--- src/rtl/temp_seg_encoder.sv ---
// temp_seg_encoder: signed temperature to two-digit 7-segment encoder with sequential double-dabble
module temp_seg_encoder #(
  parameter bit LZB = 1'b1
) (
  input  logic       iCLK,
  input  logic       iReset,
  input  logic [7:0] iTemp,
  input  logic       iValid,
  output logic [6:0] oSegH,
  output logic [6:0] oSegL,
  output logic       oBusy,
  output logic       oDone,
  output logic       oOvf
);
  typedef enum logic [1:0] {IDLE, CONV, ENC} state_t;
  typedef enum logic [1:0] {POS, NEG, OVF} cls_t;
  localparam logic [6:0] MINUS = 7'h40;
  state_t      state_q, state_d;
  cls_t        cls_q, cls_in;
  logic [7:0]  sh_q, sh_d, bcd_q, bcd_d, bcd_adj, mag;
  logic [2:0]  cnt_q;
  logic [6:0]  segh_q, segl_q, segh_d, segl_d;
  logic        ovf_q, done_q, capture;
  function automatic logic [6:0] seg7(input logic [3:0] d);
    case (d)
      4'd0: seg7 = 7'h3F;
      4'd1: seg7 = 7'h06;
      4'd2: seg7 = 7'h5B;
      4'd3: seg7 = 7'h4F;
      4'd4: seg7 = 7'h66;
      4'd5: seg7 = 7'h6D;
      4'd6: seg7 = 7'h7D;
      4'd7: seg7 = 7'h07;
      4'd8: seg7 = 7'h7F;
      4'd9: seg7 = 7'h6F;
      default: seg7 = 7'h00;
    endcase
  endfunction
  // state register
  always_ff @(posedge iCLK)
    state_q <= iReset ? IDLE : state_d;
  // next state: eight CONV cycles counted by cnt_q, then one ENC cycle
  always_comb begin
    state_d = state_q == IDLE ? (iValid ? CONV : IDLE) :
              state_q == CONV ? (cnt_q == 3'd7 ? ENC : CONV) : IDLE;
  end
  // FSM-derived outputs
  always_comb begin
    oBusy = state_q != IDLE;
    capture = state_q == IDLE && iValid;
  end
  // capture classification, one double-dabble step and final segment encoding
  always_comb begin
    mag = iTemp[7] ? 8'(-iTemp) : iTemp;
    cls_in = (!iTemp[7] && iTemp <= 8'd99) ? POS : (iTemp >= 8'hF7) ? NEG : OVF;
    bcd_adj = {bcd_q[7:4] >= 4'd5 ? bcd_q[7:4] + 4'd3 : bcd_q[7:4],
               bcd_q[3:0] >= 4'd5 ? bcd_q[3:0] + 4'd3 : bcd_q[3:0]};
    {bcd_d, sh_d} = {bcd_adj, sh_q} << 1;
    segh_d = cls_q != POS ? MINUS : (LZB && bcd_q[7:4] == 4'd0) ? 7'h00 : seg7(bcd_q[7:4]);
    segl_d = cls_q == OVF ? MINUS : seg7(bcd_q[3:0]);
  end
  // datapath and output registers; outputs change only in ENC
  always_ff @(posedge iCLK) begin
    if (iReset) begin
      sh_q   <= '0;
      bcd_q  <= '0;
      cnt_q  <= '0;
      cls_q  <= POS;
      segh_q <= '0;
      segl_q <= '0;
      ovf_q  <= 1'b0;
      done_q <= 1'b0;
    end else begin
      done_q <= state_q == ENC;
      if (capture) begin
        sh_q  <= mag;
        bcd_q <= '0;
        cnt_q <= '0;
        cls_q <= cls_in;
      end
      if (state_q == CONV) begin
        sh_q  <= sh_d;
        bcd_q <= bcd_d;
        cnt_q <= cnt_q + 3'd1;
      end
      if (state_q == ENC) begin
        segh_q <= segh_d;
        segl_q <= segl_d;
        ovf_q  <= cls_q == OVF;
      end
    end
  end
  assign oSegH = segh_q;
  assign oSegL = segl_q;
  assign oOvf  = ovf_q;
  assign oDone = done_q;
endmodule

--- config.mk ---
export PLATFORM = sky130hd
export DESIGN_NAME = temp_seg_encoder
export DESIGN_NICKNAME = d
export VERILOG_FILES = /design/src/rtl/temp_seg_encoder.sv
export SDC_FILE = /design/constraint.sdc
export NUM_CORES = 1
export LEC_CHECK = 0
export BUFFER_PORTS_ARGS = -buffer_cell sky130_fd_sc_hd__buf_2
export CAP_MARGIN = 20
export CORE_MARGIN = 1
export CORE_UTILIZATION = 30
export DETAILED_ROUTE_END_ITERATION = 10
export GPL_TIMING_DRIVEN = 0
export PLACE_DENSITY_LB_ADDON = 0.05
export SLEW_MARGIN = 20
export SYNTH_ARGS = -nofsm -noshare
export SYNTH_HDL_FRONTEND = slang
export SYNTH_SLANG_ARGS = --single-unit
--- constraint.sdc ---
create_clock -name iCLK -period 3.1 [get_ports iCLK]
set_input_delay 0.465 -clock iCLK [delete_from_list [all_inputs] [get_ports iCLK]]
set_output_delay 0.465 -clock iCLK [all_outputs]
set_load 0.02 [all_outputs]
==> flow_summary.ini <==
[run_status]
status = complete, but fails checks
violations = DRC

[placed_design]
portBuffers = 26
dp_cells = 441
dp_hpwl_mm = 4.734
place.gp.congestion = 0.7688

[critical_path]
crit_cells = 11
cpPeakStageDelay_ns = 0.41
r2r_setup_slack_ns = 0.50
worstSetupPathType = reg2reg
end_kind = flip-flop
path_max_fanout = 7
reg2reg_depth = 11
crit_slowest_cell = a2111o_1
cp.arrival_ns = 2.79
cp_data_required_time_ns = 3.30
crit_buf_inv = 3
cp_cell_sequence = inv_1 -> ha_1 -> nand2b_2 -> a2111o_1 -> and3_1 -> buf_6 -> nor2_1 -> inv_1 -> ha_1 -> a21oi_1 -> o21bai_1
crit_family = adder cells
startpoint_type = flip-flop

[synth]
syn_inst = 307
synthesis.area_mm2 = 0.002760
synth_simple_gate_area_frac = 0.1940
synth-xor-area-share = 0.01904
muxShareOfSynthArea = 0.007253
synth_compound_area_frac = 0.2466
synth_seq_cells = 53
synth_top_flop_cell = dfxtp_1
synth.distinct_cells = 62
synth_seq_area_share = 0.3844
synthAdderAreaFrac = 0.09066
synth_top_family_by_area = compound AO/OA/AOI/OAI gates
syn_avg_cell_area_um2 = 8.991
synth_edf_count = 0
synthArstFlopShare = 0
syn-num-nets = 338
yosysWarnings = 0

[layout]
layout-drive-gt1-share = 0.1701
syn_to_final_growth_pct = 12.74
fin_cells = 449
diodes = 0
final_common_cell = dfxtp_1
nets = 371
layout_common_cells = dfxtp_1 (53), nor2_1 (42), buf_2 (28)
utilization = 0.3534

[clocking]
cts_resized = 0
path_clk_slew_ns = 0.10
cts_tree = yes
clk_path_buf_depth = 2
cts_setup_buffers = 0
insertion_delay_ns = 0.30
cts_made_buffers = 5
h-tree-depth = 2
ctsHoldBuffers = 0
cts_root_buf = clkbuf_8
cts_sinks = 53

[floorplanning]
core-area_mm2 = 0.008806
die_h_um = 97.92
die_w_um = 97.92
dieArea_mm2 = 0.009588
ios = 28
start_util = 0.3134
rows = 34

[min_path]
whs_path_depth = 2
hold_class = reg2reg

[job]
max-cap-violations = 0

[global_route]
grt_use_total = 0.1415
grt_pass1_wl_mm = 10.86
grt_pass1_vias = 2114
antenna_found_initial = 0
grt_max_degree = 17
grt_overflow = 0

[power_and_ir_drop]
powerDensity_mw_per_mm2 = 387.1
p_leak_uw = 0.001280
vdd_drop_max_mv = 0.1482
finalPower_uw = 1205

[detailed_routing]
wl_per_cell_um = 14.39
via_per_inst = 4.996
drc = 2
wl_mm = 6.460
via_count = 2243
dr.first_iter.drc_count = 100
first_pass_iters = 7
antenna_left = 0

[sta]
fin_crit_sh = 0.8372
slew_headroom = 0.5562
rsz0062_at_grt = false
final_max_slew_viol_count = 0
finalSetupViolations = 0
fin_crit_ns = 2.595
setup_tns_ns = 0
tightest_slew_ns = 0.6657
fmax_mhz = 385.3
final-hold-violation-count = 0
skew_ns = 0.005389
==> per-layer routing <==
metal,vias to the layer above,share of wire,GRT usage
met5,-,0,0
met4,0,0.0085,0.03963
met3,4,0.033,0.02720
met2,40,0.42,0.2156
met1,1038,0.53,0.2021
li1,1161,-,-
==> logic make-up after synthesis <==
group,count (synthesis)
AO/OA/AOI/OAI,86
adder cells (fa/ha/maj),20
XOR/XNOR,6
buffers and inverters,38
flip-flops,53
AND/OR/NAND/NOR,102
multiplexers,2
==> metrics by stage <==
step                cell area [um^2]  hold WS, ns  setup slack [ns]
finish                          3112       0.4760            0.5047
global route                    3112       0.4975            0.2629
CTS                             3112       0.4817            0.4909
detailed placement              3025       0.4591            0.5045
global placement                3025       0.4458            0.4962
floorplan                       2760       0.4368            0.7925
==> path summary, 6_finish.rpt <==
kind,start,endpoint
worst max-delay path,bcd_q[4]$_SDFFE_PP0N_,flip-flop
worst min-delay path,cnt_q[2]$_SDFFE_PP0N_,cnt_q[2]$_SDFFE_PP0N_
worst max register to register,bcd_q[4]$_SDFFE_PP0N_,flip-flop
worst min register to register,cnt_q[2]$_SDFFE_PP0N_,cnt_q[2]$_SDFFE_PP0N_
==> tightest hold or removal path, cell delays in order (launching register included) <==
cell	delay (ns)
dfxtp_1	0.32
nand3_1	0.06
a21oi_1	0.06
==> cell type report <==
type / count / area [um^2]
buffer: 18 / 85.08
clock buffer: 6 / 72.57
clock inverter: 2 / 13.76
fill: 931 / 5694
inverter: 20 / 75.07
multi-input combinational: 216 / 1539
sequential: 53 / 1061
tap: 108 / 135.1
timing repair buffer: 26 / 130.1
==> power by group <==
part           switching [uW]  internal, uW
logic                    72.1          38.6
registers                7.89           691
clock network             233           162
total                     313           892
==> cell usage after synthesis, types with 3 or more instances <==
library cell  instances  area [um^2]
a21boi_0              3        22.52
a21o_1                6        45.04
a21oi_1              18        90.09
a222oi_1              6        60.06
a22oi_1              13        97.59
a31oi_1               5        31.28
and2_1                4        25.02
clkbuf_1             13        48.80
dfxtp_1              53         1061
ha_1                 20        250.2
inv_1                16        60.06
inv_2                 4        15.01
nand2_1              12        45.04
nand2b_1              5        31.28
nand3_1               7        35.03
nor2_1               42        157.7
nor2b_1               3        18.77
nor3_1                7        35.03
o21ai_0               3        15.01
o21ai_1               7        35.03
o31ai_1               4        30.03
or2_2                 3        18.77
xnor2_1               4        35.03
(Power assumes the default switching activity.)
